==> src/rtl/multi_clk_divider_if.sv <==
// Configuration and output bundle for the multi-channel clock divider.
// The master side drives enables and divisor writes; the slave is the divider.
interface multi_clk_divider_if #(
    parameter int CHANNELS = 2,
    parameter int CNT_W    = 16
);
    localparam int CH_W = (CHANNELS > 1) ? $clog2(CHANNELS) : 1;

    logic [CHANNELS-1:0] en;
    logic                div_wr;
    logic [CH_W-1:0]     div_ch;
    logic [CNT_W-1:0]    div_val;
    logic [CHANNELS-1:0] clk_div;
    logic [CHANNELS-1:0] tick;
    logic [CHANNELS-1:0] pending;

    modport master (
        output en, div_wr, div_ch, div_val,
        input  clk_div, tick, pending
    );

    modport slave (
        input  en, div_wr, div_ch, div_val,
        output clk_div, tick, pending
    );
endinterface

==> src/rtl/multi_clk_divider.sv <==
// Runtime-programmable multi-channel divider producing a divided-clock level and
// a period tick per channel; divisor changes are deferred to period boundaries.
module multi_clk_divider #(
    parameter int CHANNELS  = 2,
    parameter int CNT_W     = 16,
    parameter int RESET_DIV = 2
) (
    input  logic               clk_in,
    input  logic               rst_n,
    multi_clk_divider_if.slave cfg
);
    localparam int CH_W = (CHANNELS > 1) ? $clog2(CHANNELS) : 1;
    localparam logic [CNT_W-1:0] RST_DIV = CNT_W'(RESET_DIV);
    localparam logic [CNT_W-1:0] ONE     = CNT_W'(1);
    localparam logic [CNT_W-1:0] TWO     = CNT_W'(2);

    logic [CNT_W-1:0]    cnt_q      [CHANNELS];
    logic [CNT_W-1:0]    cur_div_q  [CHANNELS];
    logic [CNT_W-1:0]    pend_div_q [CHANNELS];
    logic [CHANNELS-1:0] pending_q;
    logic [CHANNELS-1:0] clk_div_q;
    logic [CHANNELS-1:0] tick_q;

    logic [CNT_W-1:0]    cnt_nx      [CHANNELS];
    logic [CNT_W-1:0]    cur_div_nx  [CHANNELS];
    logic [CNT_W-1:0]    pend_div_nx [CHANNELS];
    logic [CHANNELS-1:0] pending_nx;
    logic [CHANNELS-1:0] clk_div_nx;
    logic [CHANNELS-1:0] tick_nx;
    logic [CHANNELS-1:0] wrap;
    logic [CHANNELS-1:0] bnd;
    logic [CHANNELS-1:0] hit;
    logic [CNT_W-1:0]    wr_val;

    assign wr_val = (cfg.div_val < TWO) ? TWO : cfg.div_val;

    always_comb begin
        for (int i = 0; i < CHANNELS; i++) begin
            cnt_nx[i]      = cnt_q[i];
            cur_div_nx[i]  = cur_div_q[i];
            pend_div_nx[i] = pend_div_q[i];
            pending_nx[i]  = pending_q[i];
            clk_div_nx[i]  = 1'b0;
            tick_nx[i]     = 1'b0;
            wrap[i]        = 1'b0;
            bnd[i]         = 1'b0;
            hit[i]         = 1'b0;
        end
        for (int i = 0; i < CHANNELS; i++) begin
            // Out-of-range channel indices never match any i, so they are dropped.
            hit[i]  = cfg.div_wr && (cfg.div_ch == CH_W'(i));
            wrap[i] = (cnt_q[i] == cur_div_q[i] - ONE);
            bnd[i]  = !cfg.en[i] || wrap[i];

            if (bnd[i]) begin
                // A write landing on the boundary itself bypasses the pending stage.
                if (hit[i]) begin
                    cur_div_nx[i]  = wr_val;
                    pend_div_nx[i] = wr_val;
                end else if (pending_q[i]) begin
                    cur_div_nx[i] = pend_div_q[i];
                end
                pending_nx[i] = 1'b0;
                cnt_nx[i]     = '0;
            end else begin
                if (hit[i]) begin
                    pend_div_nx[i] = wr_val;
                    pending_nx[i]  = 1'b1;
                end
                cnt_nx[i] = cnt_q[i] + ONE;
            end

            if (cfg.en[i]) begin
                clk_div_nx[i] = (cnt_nx[i] >= (cur_div_nx[i] >> 1));
                tick_nx[i]    = (cnt_nx[i] == cur_div_nx[i] - ONE);
            end
        end
    end

    always_ff @(posedge clk_in) begin
        if (!rst_n) begin
            for (int i = 0; i < CHANNELS; i++) begin
                cnt_q[i]      <= '0;
                cur_div_q[i]  <= RST_DIV;
                pend_div_q[i] <= RST_DIV;
            end
            pending_q <= '0;
            clk_div_q <= '0;
            tick_q    <= '0;
        end else begin
            for (int i = 0; i < CHANNELS; i++) begin
                cnt_q[i]      <= cnt_nx[i];
                cur_div_q[i]  <= cur_div_nx[i];
                pend_div_q[i] <= pend_div_nx[i];
            end
            pending_q <= pending_nx;
            clk_div_q <= clk_div_nx;
            tick_q    <= tick_nx;
        end
    end

    assign cfg.clk_div = clk_div_q;
    assign cfg.tick    = tick_q;
    assign cfg.pending = pending_q;
endmodule

==> src/flat_wrapper.sv <==
// flat-port wrapper written by rule: the top's interface ports become plain ports
module multi_clk_divider_flat 
#(
    parameter int CHANNELS  = 2,
    parameter int CNT_W     = 16,
    parameter int RESET_DIV = 2
)
  (clk_in, rst_n, cfg_en, cfg_div_wr, cfg_div_ch, cfg_div_val, cfg_clk_div, cfg_tick, cfg_pending);
  multi_clk_divider_if #(.CHANNELS(CHANNELS), .CNT_W(CNT_W)) cfg_i ();
  input  logic clk_in;
  input  logic rst_n;
  input wire logic [$bits(cfg_i.en)-1:0] cfg_en;
  input wire logic [$bits(cfg_i.div_wr)-1:0] cfg_div_wr;
  input wire logic [$bits(cfg_i.div_ch)-1:0] cfg_div_ch;
  input wire logic [$bits(cfg_i.div_val)-1:0] cfg_div_val;
  output wire logic [$bits(cfg_i.clk_div)-1:0] cfg_clk_div;
  output wire logic [$bits(cfg_i.tick)-1:0] cfg_tick;
  output wire logic [$bits(cfg_i.pending)-1:0] cfg_pending;
  assign cfg_i.en = cfg_en;
  assign cfg_i.div_wr = cfg_div_wr;
  assign cfg_i.div_ch = cfg_div_ch;
  assign cfg_i.div_val = cfg_div_val;
  assign cfg_clk_div = cfg_i.clk_div;
  assign cfg_tick = cfg_i.tick;
  assign cfg_pending = cfg_i.pending;
  multi_clk_divider #(.CHANNELS(CHANNELS), .CNT_W(CNT_W), .RESET_DIV(RESET_DIV)) u_core (.clk_in(clk_in), .rst_n(rst_n), .cfg(cfg_i));
endmodule
==> config.mk <==
export PLATFORM = sky130hd
export DESIGN_NAME = multi_clk_divider_flat
export DESIGN_NICKNAME = d
export VERILOG_FILES = /design/src/rtl/multi_clk_divider_if.sv /design/src/rtl/multi_clk_divider.sv /design/src/flat_wrapper.sv
export SDC_FILE = /design/constraint.sdc
export NUM_CORES = 1
export LEC_CHECK = 0
export BUFFER_PORTS_ARGS = -buffer_cell sky130_fd_sc_hd__buf_2
export CAP_MARGIN = 5
export CORE_ASPECT_RATIO = 1.25
export CORE_MARGIN = 10
export CORE_UTILIZATION = 55
export CTS_CLUSTER_SIZE = 10
export DETAILED_ROUTE_END_ITERATION = 10
export PLACE_DENSITY = 0.72
export SLEW_MARGIN = 20
export SYNTH_ARGS = -nofsm -noshare
export SYNTH_HDL_FRONTEND = slang
export SYNTH_SLANG_ARGS = --single-unit
==> constraint.sdc <==
create_clock -name clk_in -period 14.3 [get_ports clk_in]
set_input_delay 1.43 -clock clk_in [delete_from_list [all_inputs] [get_ports clk_in]]
set_output_delay 1.43 -clock clk_in [all_outputs]
set_load 0.05 [all_outputs]
==> results summary, run 1 <==
The routability congestion estimate from global placement came out at 0.951. The cell internal power dissipation is 0.526 mW. The prevailing post-synth register cell is sky130_fd_sc_hd__dfxtp_1. The number of cells on the worst hold path is 2. The proportion of netlist area held by the largest area contributor came out at 26.6%.

Hold repair after CTS inserted 0 buffers. STA classifies the critical path endpoint as a flip-flop. The starting DRC count in detailed routing came out at roughly 490.

The worst setup path is of the flip-flop to flip-flop kind. The worst slew margin relative to its limit is 38.3%. The analysis attributes to net switching a power of 0.261 mW. The clock net sink count came out at approximately 100.

The post-synthesis to final-layout area growth is 5.89%. The number of flops mapped to enable cells by yosys came out at 0. The pin count of the biggest net entering global routing is just over 60. Leaving out fill and tap cells, the most frequent cell in the layout is sky130_fd_sc_hd__nor2_1. Ranked by total cell area, the synthesized netlist is headed by sky130_fd_sc_hd__dfxtp_1, sky130_fd_sc_hd__xnor2_1, sky130_fd_sc_hd__nor2_1.

The depth of the worst register-to-register path came out at 25. VDD sags by at most 0.0499 mV. The clock period minus worst slack came out at 6.18 ns. Static timing analysis puts the maximum clock frequency at about 0.16 GHz. Of all flip-flops after synthesis, the portion carrying an async set or reset was 0%. The via count of the first global-routing pass is 7049. The count of max-cap constraint violations is 0. The run finished with clean final reports. The share of cells above drive strength 1 came out at ~8.4%. The floorplan step defined a die boundary enclosing 0.0191 sq mm. In the layout the commonest cells are sky130_fd_sc_hd__nor2_1, sky130_fd_sc_hd__nand2_1, sky130_fd_sc_hd__dfxtp_1.

During synthesis, Yosys emitted a total of 0 warnings. After detailed routing, the number of remaining DRC violations is 0. The max-slew violation total from the final report came to 0. The number of routed nets with antenna violations came out at 0. The number of distinct library cell variants in the gate-level netlist after synthesis is 79. The ratio of routed vias to standard cells is 6.16. The number of search-and-repair iterations in the first detailed-routing pass is 5.

The startpoint type of the worst setup path is a flip-flop. The number of cell rows came out at 48. The post-cts sizing count is 0. Setup violations remaining at the end of the flow were counted as 0. The sequential group share of total power is 39.4%. The number of antenna repair diodes came out at 0. The clock tree buffer depth came out at 2.

The number of buffers created by CTS is 9. The HPWL after detailed placement came out at 17000 um. After detailed routing, the average wire length per cell comes to 19.2 um. The number of nets in the synthesized netlist is between 1k and 1.5k. The final hold violation count came out at 0.

The switching share of total power came out at 33.1%. The first global-routing pass estimated roughly 36000 um of wire. For this block, the routed nets add up to 22300 um of wire. Synthesis produced ~1.0k cells.

The number of antenna violations at the first check in global routing is 0. TritonCTS built the clock tree. The post-route core utilization is 59.0%. The remaining global-route overflow came out at 0. The actual transition at the worst max-transition pin is 0.923 ns. The synthesized design contains 102 register bits. The tree is rooted in a sky130_fd_sc_hd__clkbuf_16. The number of H-tree levels is 3. For the worst setup path, the data arrival time is about 6.4 ns.

In this run the mean area of a mapped cell was 7.62 sq um. The final worst clock skew came out at 0.0115 ns. The y dimension of the die is ~150 um. The post-route setup TNS is 0 ns. The post-CTS setup buffer count is 0. The fraction of power consumed by combinational cells is 25.8%. After synthesis the cells add up to between 0.007 and 0.008 sq mm.

Setup repair after global routing left no endpoint under its margin. After synthesis, flip-flops and latches occupy 26.6% of the total area. Summing over every cut layer, the via total after detailed routing is 7181. The final clock period utilization by the worst path is approximately 43%. The min-delay analysis places its worst path in the category flip-flop to flip-flop. The required time at the worst-slack endpoint is 14.55 ns.

The share of total power dissipated in the clock network is between 30% and 40%. The count of boundary I/O pins is 28. The maximum fanout count along the critical path came out at 51.

The insertion delay of the later-clocked pin in the worst-skew pair came out at 0.37 ns. The total power divided by cell area came out at roughly 97 mW/mm^2. The region available for standard cell placement spans 0.0138 sq mm.

The biggest area contributor in the post-synthesis netlist is sky130_fd_sc_hd__dfxtp_1. The analysis attributes to cell leakage a power of 3.12 nW. The die span in x is roughly 130 um. The count of buffers from port buffering is 27. After clock tree synthesis, the clock-pin slew on the worst setup and hold paths is 0.07 ns. The starting utilization of the core area is 55.7%. The overall fraction of global-route tracks in use is 23.0%.

The final layout contains 1044 nets.
==> flip-flops by register name, indices dropped and copies added (netlist names) <==
signal              flops
u_core.cnt_q           32
u_core.cur_div_q       32
u_core.cfg.clk_div      2
u_core.cfg.tick         2
u_core.pend_div_q      32
u_core.cfg.pending      2
==> power by group through the flow <==
stage	combinational, mW	clock (mW)	sequential [mW]
global placement	0.199	0	0.316
detailed placement	0.200	0	0.316
finish	0.203	0.274	0.310
floorplan	0.159	0	0.309
CTS	0.201	0.276	0.310
global route	0.224	0.287	0.312
==> logic make-up (layout without fill, tap and decap cells) <==
group           after synthesis  count (layout)  synth area share [%]
xor+xnor                     92              92                  10.6
compound gates              221             221                  20.9
fa+ha+maj                    36              36                  5.88
buf+inv                      98              84                  5.49
simple gates                429             429                  26.9
flops                       102             102                  26.6
mux                          27              27                  3.62
==> layout make-up <==
cell class	count	area, sq um
Fill cell	1325	5640
Multi-Input combinational cell	805	5210
Sequential cell	102	2040
Clock buffer	9	225
Tap cell	175	219
Timing Repair Buffer	35	195
Inverter	33	124
Clock inverter	7	96.3
==> worst max-delay path: stages, from the launching register on <==
cell,delay (ns)
sky130_fd_sc_hd__dfxtp_1,0.37
sky130_fd_sc_hd__inv_1,0.10
sky130_fd_sc_hd__ha_1,0.29
sky130_fd_sc_hd__or3b_2,0.50
sky130_fd_sc_hd__or4_1,0.47
sky130_fd_sc_hd__o211ai_1,0.21
sky130_fd_sc_hd__o211ai_1,0.17
sky130_fd_sc_hd__a2111oi_4,0.61
sky130_fd_sc_hd__nand2b_2,0.21
sky130_fd_sc_hd__buf_4,0.47
sky130_fd_sc_hd__nor2_1,0.08
sky130_fd_sc_hd__a21oi_1,0.23
sky130_fd_sc_hd__inv_1,0.07
sky130_fd_sc_hd__ha_1,0.28
sky130_fd_sc_hd__nand2b_1,0.14
sky130_fd_sc_hd__a21o_1,0.17
sky130_fd_sc_hd__a21o_1,0.17
sky130_fd_sc_hd__a21o_1,0.18
sky130_fd_sc_hd__a21o_1,0.17
sky130_fd_sc_hd__a21o_1,0.18
sky130_fd_sc_hd__a21o_1,0.17
sky130_fd_sc_hd__a21o_1,0.17
sky130_fd_sc_hd__a21oi_1,0.20
sky130_fd_sc_hd__o21ai_0,0.12
sky130_fd_sc_hd__a31oi_1,0.20
sky130_fd_sc_hd__o22ai_1,0.10
==> final timing paths <==
kind | startpoint | to | slack, ns
setup / recovery | u_core.cur_div_q[0][0]$_SDFF_PN0_ | u_core.cfg.clk_div[0]$_SDFF_PN0_ | 8.12
hold / removal | u_core.pend_div_q[0][18]$_SDFFE_PN0P_ | u_core.pend_div_q[0][18]$_SDFFE_PN0P_ | 0.46
setup reg to reg | u_core.cur_div_q[0][0]$_SDFF_PN0_ | u_core.cfg.clk_div[0]$_SDFF_PN0_ | 8.12
hold reg to reg | u_core.pend_div_q[0][18]$_SDFFE_PN0P_ | u_core.pend_div_q[0][18]$_SDFFE_PN0P_ | 0.46
==> metrics by stage <==
step	cell area, sq um	std cells	hold slack [ns]	setup slack, ns	total power, mW
5_1_grt	8110	1166	0.482	7.68	0.823
6_report	8110	1166	0.456	8.12	0.787
4_1_cts	8110	1166	0.457	8.08	0.787
2_1_floorplan	7660	1005	0.431	8.54	0.468
3_3_place_gp	7790	1150	0.439	8.23	0.514
3_5_place_dp	7790	1150	0.446	8.11	0.517
==> Yosys cell counts, drive strengths merged, types with 3 or more instances <==
library cell  instances
a2111oi               4
a211oi                4
a21boi               14
a21o                 18
a21oi                56
a22o                  3
a22oi                 4
a2bb2oi               6
a311oi                3
a31oi                14
and2                 10
and3                  8
and4                  4
buf                  19
clkbuf               46
dfxtp               102
ha                   36
inv                  33
mux2                  6
mux2i                21
nand2               112
nand2b               13
nand3                30
nand3b                5
nand4                16
nor2                130
nor2b                11
nor3                 45
nor4                 12
o211ai               13
o21a                  6
o21ai                29
o22ai                 8
o2bb2ai               4
o311a                 5
o311ai                3
o31ai                 6
or2                   3
or3                  11
or4                  12
xnor2                59
xor2                 33
==> routing by layer <==
metal | global-route usage [%] | up-vias | routed length, um
li1 | - | 3526 | -
met1 | 25.1 | 3384 | 8980
met2 | 41.4 | 201 | 11500
met3 | 3.31 | 70 | 799
met4 | 12.9 | 0 | 1100
met5 | 0 | - | 0
Power figures use the tool's default switching activity.
==> run 2, diff against run 1 <==
--- a/config.mk
+++ b/config.mk
@@ -12,7 +12,7 @@
 export CORE_UTILIZATION = 55
 export CTS_CLUSTER_SIZE = 10
 export DETAILED_ROUTE_END_ITERATION = 10
-export PLACE_DENSITY = 0.72
+export PLACE_DENSITY = 0.75
 export SLEW_MARGIN = 20
 export SYNTH_ARGS = -nofsm -noshare
 export SYNTH_HDL_FRONTEND = slang
==> constraint.sdc (replaced) <==
create_clock -name clk_in -period 5.3 [get_ports clk_in]
set_input_delay 0.53 -clock clk_in [delete_from_list [all_inputs] [get_ports clk_in]]
set_output_delay 0.53 -clock clk_in [all_outputs]
set_load 0.05 [all_outputs]
==> results summary, run 2 (same netlist as run 1, synthesis figures left out) <==
The sum of internal, switching and leakage power came out at 2.13 mW (was 0.787 mW). The number of antenna violations at the first check in global routing is 0 (unchanged). The data arrival at the endpoint of the critical path is 5.32 ns (was 6.43 ns). The sequential group share of total power came out at 39.0% (was 39.4%).

The number of cell rows came out at 48 (unchanged). The HPWL after detailed placement is 17000 um (about the same). The total power divided by cell area was 257 mW/mm^2 (was 97.0 mW/mm^2).

The count of max-cap constraint violations came out at 0 (unchanged). The clock-pin slew reported for the worst setup and hold paths after clock tree synthesis is 0.08 ns (was 0.07 ns). The number of antenna repair diodes is 0 (unchanged). The met3 demand-to-capacity share in global routing is 3.27% (was 3.31%). The first-pass GRT wire length came out at 35300 um (was 36300 um). The footprint of the multi-input gates is 0.00524 sq mm (was 0.00521 sq mm).

The met1 usage in global routing is 24.5% (was 25.1%). The ratio of routed vias to standard cells is 6.15 (was 6.16). The worst IR drop on VDD is 0.172 mV (was 0.0499 mV). The pin count of the biggest net entering global routing came to 81 (was 61). The full die area came to 0.0191 sq mm (unchanged). The via count of the first global-routing pass is 6878 (was 7049). The detailed-route via count came out at 7295 (was 7181). The global routing usage on met2 is 39.7% (was 41.4%).

The clock period minus worst slack was 5.07 ns (was 6.18 ns). The insertion delay of the later-clocked pin in the worst-skew pair is 0.37 ns (about the same). Status: finished clean (unchanged). The final wirelength came out at 22500 um (was 22300 um).

The CTS root buffer is sky130_fd_sc_hd__clkbuf_16 (unchanged). The max-slew violation total from the final report came out at 0 (unchanged). The net switching power of the design is 0.716 mW (was 0.261 mW).

The number of nets in the finished design is 1064 (was 1044). The starting DRC count in detailed routing is 654 (was 492). The final hold violation count came to 0 (unchanged).

The most common cell after layout, fill and taps aside is sky130_fd_sc_hd__nor2_1 (unchanged). The number of routed nets with antenna violations came to 0 (unchanged). The switching share of total power is 33.6% (was 33.1%).

The maximum fanout count along the critical path is 7 (was 51). The post-route setup TNS is 0 ns (unchanged). The clock share of power came out at 33.9% (was 34.8%). The die span in x came out at 126 um (unchanged). The total area of sequential cells came to 0.00204 sq mm (about the same). The y dimension of the die is 152 um (unchanged).

The class of the tightest hold or removal check is input port to flip-flop (was flip-flop to flip-flop). The fraction of power consumed by combinational cells is 27.1% (was 25.8%). The clock net sink count is 102 (unchanged). The leakage component of the power came out at 3.22 nW (was 3.12 nW). The final clock period utilization by the worst path came to 95.8% (was 43.2%). The number of failing setup endpoints in the final timing report is 0 (unchanged). The overall fraction of global-route tracks in use came out at 22.6% (was 23.0%).

The number of search-and-repair iterations in the first detailed-routing pass was 7 (was 5). The cell internal power dissipation is 1.41 mW (was 0.526 mW). Top flop regs: u_core.cnt_q x32, u_core.cur_div_q x32, u_core.pend_div_q x32 (unchanged).

The standard cell core area came out at 0.0138 sq mm (unchanged). The post-synthesis to final-layout area growth came out at 8.18% (was 5.89%). The highest clock frequency the design can meet came out at 0.197 GHz (was 0.162 GHz). The routability congestion estimate from global placement is 1.02 (was 0.951). The final worst clock skew came out at 0.00815 ns (was 0.0115 ns). The actual transition at the worst max-transition pin came to 0.897 ns (was 0.923 ns). The total DRC errors in the routed layout is 0 (unchanged). The kind of critical path is flip-flop to flip-flop (unchanged). The count of buffers from port buffering is 27 (unchanged). The number of H-tree levels came out at 3 (unchanged).

The remaining global-route overflow came out at 0 (unchanged). The filler-free cell count of the finished design was 1186 (was 1166). The number of buffers created by CTS came out at 9 (unchanged). The share of cells above drive strength 1 was 11.0% (was 8.38%). The routed wirelength normalized by instance count came out at 18.9 um (was 19.2 um). The startpoint type of the worst setup path is a flip-flop (unchanged).

The starting utilization of the core area is 55.7% (unchanged). The required time at the worst-slack endpoint is 5.55 ns (was 14.55 ns). The TritonCTS clock tree was done (unchanged). The worst slew margin relative to its limit was 40.2% (was 38.3%).

The filler cell count came out at 1281 (was 1325). The count of boundary I/O pins is 28 (unchanged). The most used routing layer in global routing is met2 (unchanged). The number of hold-repair buffers added at the cts stage came out at 0 (unchanged). The reg2reg setup slack came out at 0.23 ns (was 8.12 ns). The number of instances in the placed design came out at 1168 (was 1150). The nature of the critical path endpoint is a flip-flop (unchanged). The clock tree buffer depth came out at 2 (unchanged). Commonest cells after routing, fill and taps aside: sky130_fd_sc_hd__nor2_1, sky130_fd_sc_hd__nand2_1, sky130_fd_sc_hd__dfxtp_1 (unchanged).
## run 2: worst paths after layout
check,startpoint,to,cells past startpoint
min,cfg_div_val[2],u_core.pend_div_q[0][18]$_SDFFE_PN0P_,3
max reg2reg,u_core.cur_div_q[0][26]$_SDFF_PN0_,u_core.cfg.clk_div[1]$_SDFF_PN0_,23
max,u_core.cur_div_q[0][26]$_SDFF_PN0_,u_core.cfg.clk_div[1]$_SDFF_PN0_,23
min reg2reg,u_core.pend_div_q[0][12]$_SDFFE_PN0P_,u_core.pend_div_q[0][12]$_SDFFE_PN0P_,2
## run 2: what timing repair did
action                                  4_1_cts  5_1_grt
buffers inserted                              0        2
gates resized for setup                       0        5
endpoints found under the setup margin        0        2
## run 2: cell type report
class	instances	share of cell area, %
tap	175	2.64
multi-input combinational	805	63.3
clock buffer	10	2.88
sequential	102	24.6
inverter	33	1.49
timing repair buffer	55	4.17
clock inverter	6	0.906
## run 2: power groups by stage
stage	clock network [mW]	logic [mW]	registers, mW
6_report	0.722	0.577	0.831
5_1_grt	0.754	0.632	0.834
4_1_cts	0.731	0.566	0.830
3_5_place_dp	0	0.562	0.848
3_3_place_gp	0	0.556	0.847
2_1_floorplan	0	0.433	0.834
## run 2: metrics by stage
step,utilization (%),setup slack [ns],hold WS [ns],cell area (sq um)
final,60.3,0.225,0.438,8290
after global routing,60.3,-0.0319,0.446,8290
after CTS,60.0,0.178,0.427,8250
after floorplan,-,-0.0642,0.431,7700
after detailed placement,57.7,0.204,0.443,7940
after global placement,57.7,0.319,0.437,7940
## run 2: metal layers
layer	wire [um]	vias up
li1	-	3572
met1	8830	3413
met2	11300	229
met3	911	81
met4	1370	0
met5	0	-
## run 2: critical path, stage by stage (launching register included)
cell and delay, ns:
sky130_fd_sc_hd__dfxtp_2 0.36, sky130_fd_sc_hd__or4_4 0.51, sky130_fd_sc_hd__or3_1 0.34, sky130_fd_sc_hd__or4_1 0.52, sky130_fd_sc_hd__a22oi_1 0.22, sky130_fd_sc_hd__o2111ai_2 0.20
sky130_fd_sc_hd__buf_4 0.21, sky130_fd_sc_hd__o21ai_2 0.12, sky130_fd_sc_hd__nand2_1 0.13, sky130_fd_sc_hd__o2bb2ai_2 0.18, sky130_fd_sc_hd__inv_1 0.06, sky130_fd_sc_hd__ha_1 0.21
sky130_fd_sc_hd__nand2b_1 0.14, sky130_fd_sc_hd__a21o_1 0.18, sky130_fd_sc_hd__a21o_1 0.19, sky130_fd_sc_hd__a21o_1 0.17, sky130_fd_sc_hd__a21o_1 0.17, sky130_fd_sc_hd__a21o_1 0.17
sky130_fd_sc_hd__a21o_1 0.16, sky130_fd_sc_hd__a21o_1 0.16, sky130_fd_sc_hd__a211oi_1 0.23, sky130_fd_sc_hd__o21ai_0 0.12, sky130_fd_sc_hd__o211ai_1 0.10, sky130_fd_sc_hd__a21oi_1 0.09
==> run 3, diff against run 2 <==
==> constraint.sdc (replaced) <==
create_clock -name clk_in -period 4.1 [get_ports clk_in]
set_input_delay 0.41 -clock clk_in [delete_from_list [all_inputs] [get_ports clk_in]]
set_output_delay 0.41 -clock clk_in [all_outputs]
set_load 0.05 [all_outputs]
==> results summary, run 3 (same netlist as run 1, synthesis figures left out) <==
The via count of the first global-routing pass is 7773 (was 6878). The max-slew violation total from the final report is 0 (unchanged). The highest clock frequency the design can meet is 0.213 GHz (was 0.197 GHz). The final hold violation count is 0 (unchanged). The remaining global-route overflow is 0 (unchanged).

The actual transition at the worst max-transition pin is 0.907 ns (was 0.897 ns). The total power divided by cell area is 310 mW/mm^2 (was 257 mW/mm^2). The share of cells above drive strength 1 came out at 24.5% (was 11.0%). The kind of critical path is flip-flop to flip-flop (unchanged).

The first-pass GRT wire length came out at 39400 um (was 35300 um). The cell at the slowest stage of the critical path is sky130_fd_sc_hd__or4_4 (was sky130_fd_sc_hd__or4_1). The overall fraction of global-route tracks in use came out at 25.2% (was 22.6%).

The leakage component of the power came out at 3.95 nW (was 3.22 nW). The standard cell core area is 0.0138 sq mm (unchanged). The ratio of routed vias to standard cells came out at 6.03 (was 6.15).

Commonest cells after routing, fill and taps aside: sky130_fd_sc_hd__buf_4, sky130_fd_sc_hd__nor2_1, sky130_fd_sc_hd__nand2_1 (was sky130_fd_sc_hd__nor2_1, sky130_fd_sc_hd__nand2_1, sky130_fd_sc_hd__dfxtp_1). The number of failing setup endpoints in the final timing report came to 3 (was 0). The data arrival at the endpoint of the critical path came out at 4.95 ns (was 5.32 ns). The class of the tightest hold or removal check is input port to flip-flop (unchanged). The clock net sink count is 102 (unchanged). The required time at the worst-slack endpoint is 4.35 ns (was 5.55 ns).

The dominant delay contributor by cell family on the critical path is compound AO/OA/AOI/OAI gates (unchanged). The number of search-and-repair iterations in the first detailed-routing pass is 5 (was 7). The post-synthesis to final-layout area growth is 24.6% (was 8.18%).

The number of nets in the finished design was 1203 (was 1064). The post-layout instance area is 0.00955 sq mm (was 0.00829 sq mm). The number of antenna repair diodes came out at 0 (unchanged).

The count of boundary I/O pins is 28 (unchanged). The HPWL after detailed placement is 19100 um (was 17000 um). The routed wirelength normalized by instance count came out at 19.0 um (was 18.9 um). The final worst clock skew came out at 0.0135 ns (was 0.00815 ns).

The final wirelength came to 25200 um (was 22500 um). The number of cell rows came to 48 (unchanged). Setup repair after global routing could not meet its margin everywhere.

The count of buffers from port buffering is 27 (unchanged). The starting DRC count in detailed routing came out at 588 (was 654). The maximum fanout count along the critical path is 5 (was 7).

The number of routed nets with antenna violations is 0 (unchanged). The filler-free cell count of the finished design is 1325 (was 1186). The y dimension of the die is 152 um (unchanged).

The worst IR drop on VDD was 0.235 mV (was 0.172 mV). Top flop regs: u_core.cnt_q x32, u_core.cur_div_q x32, u_core.pend_div_q x32 (unchanged). The number of H-tree levels came out at 3 (unchanged). The CTS root buffer is sky130_fd_sc_hd__clkbuf_16 (unchanged). The clock period minus worst slack came to 4.70 ns (was 5.07 ns).

The final clock period utilization by the worst path came out at 115% (was 95.8%). The nature of the critical path endpoint is a flip-flop (unchanged). The final critical-path setup slack is -0.601 ns (was 0.225 ns). The worst slew margin relative to its limit is 39.5% (was 40.2%).

The routability congestion estimate from global placement came out at 0.997 (was 1.02). The startpoint type of the worst setup path is a flip-flop (unchanged). The number of buffers created by CTS came out at 9 (unchanged). The critical hold path startpoint is cfg_div_val[2] (unchanged). The sum of internal, switching and leakage power was 2.96 mW (was 2.13 mW). The post-place instance area is 0.00894 sq mm (was 0.00794 sq mm).

Critical path cell sequence: or4_4, or4_4, a2111oi_4, nand4_1, a2111oi_4, nand2b_4, buf_4, mux2i_1, ha_1, a21o_1, a21o_1, a21o_1, a21o_1, a21o_1, a21o_1, a21o_1, a21oi_2, o21ai_1, a31oi_1, o22ai_1 (was or4_4, or3_1, or4_1, a22oi_1, o2111ai_2, buf_4, o21ai_2, nand2_1, o2bb2ai_2, inv_1, ha_1, nand2b_1, a21o_1, a21o_1, a21o_1, a21o_1, a21o_1, a21o_1, a21o_1, a211oi_1, o21ai_0, o211ai_1, a21oi_1). The insertion delay of the later-clocked pin in the worst-skew pair was 0.38 ns (was 0.37 ns). Status: finished, violations left (was finished clean). The number of instances in the placed design came out at 1294 (was 1168). The launch instance of the worst register-to-register path is u_core.cur_div_q[0][3]$_SDFF_PN0_ (was u_core.cur_div_q[0][26]$_SDFF_PN0_). The number of buffer and inverter stages on the critical path is 1 (was 2). The detailed-route via count was 7996 (was 7295). The pin count of the biggest net entering global routing is 53 (was 81). The clock-pin slew reported for the worst setup and hold paths after clock tree synthesis is 0.08 ns (about the same). The TritonCTS clock tree is done (unchanged). The worst hold slack across all endpoints came out at 0.308 ns (was 0.438 ns).

The critical path startpoint was u_core.cur_div_q[0][3]$_SDFF_PN0_ (was u_core.cur_div_q[0][26]$_SDFF_PN0_). The clock tree buffer depth came to 2 (unchanged). The total DRC errors in the routed layout is 0 (unchanged). The checks that failed: setup timing.

The starting utilization of the core area is 55.7% (unchanged). The most common cell after layout, fill and taps aside is sky130_fd_sc_hd__buf_4 (was sky130_fd_sc_hd__nor2_1). The largest stage delay on the critical path came to 0.54 ns (was 0.52 ns). The die span in x came out at 126 um (unchanged).

The dominant cell type by count on the critical path is sky130_fd_sc_hd__a21o_1 (unchanged). The number of antenna violations at the first check in global routing is 0 (unchanged). The count of max-cap constraint violations came to 0 (unchanged). The number of hold-repair buffers added at the cts stage came out at 0 (unchanged). The full die area was 0.0191 sq mm (unchanged). The post-route core utilization came out at 69.4% (was 60.3%).
-- run 3: metal layers --
metal / up-vias / routed length, um / GRT usage, %
met2: 290 / 12800 / 44.7
met5: - / 0 / 0
met3: 121 / 1040 / 3.76
met4: 0 / 1850 / 18.6
li1: 3857 / - / -
met1: 3728 / 9490 / 26.3
-- run 3: final timing paths --
path,to,slack (ns),depth (start not counted)
worst max register to register,u_core.cfg.clk_div[0]$_SDFF_PN0_,-0.60,20
worst max-delay path,u_core.cfg.clk_div[0]$_SDFF_PN0_,-0.60,20
worst min register to register,u_core.pend_div_q[0][18]$_SDFFE_PN0P_,0.45,2
worst min-delay path,u_core.pend_div_q[0][18]$_SDFFE_PN0P_,0.31,3
-- run 3: final cells by class --
cell class | count | area (sq um)
clock buffer | 9 | 225
clock inverter | 7 | 81.3
fill | 1168 | 4200
inverter | 33 | 124
multi-input combinational | 805 | 5430
sequential | 102 | 2050
tap | 175 | 219
timing repair buffer | 194 | 1430
-- run 3: what timing repair did --
item | CTS | global route
gates resized for setup | 27 | 11
gates cloned | 0 | 1
setup endpoints to repair | 4 | 4
setup buffers | 12 | 2
pin swaps | 20 | 9
-- run 3: report_power, final --
part / switching (mW) / internal [mW]
sequential: 0.0251 / 1.03
combinational: 0.533 / 0.447
clock: 0.442 / 0.484
total: 0.999 / 1.96
-- run 3: worst register-to-register path, delay by kind of cell, from the launching register on --
family | cells | cell delay (ns)
flip-flops | 1 | 0.33
adder cells (fa/ha/maj) | 1 | 0.26
AO/OA/AOI/OAI | 13 | 2.24
multiplexers | 1 | 0.24
buffers and inverters | 1 | 0.12
AND/OR/NAND/NOR | 4 | 1.41
-- run 3: through the flow --
stage               TNS, ns  worst slack (ns)
floorplan             -2.75             -1.26
global placement      -1.79            -0.600
detailed placement    -2.29            -0.778
CTS                   -1.64            -0.596
global route          -2.50            -0.854
finish                -1.61            -0.601
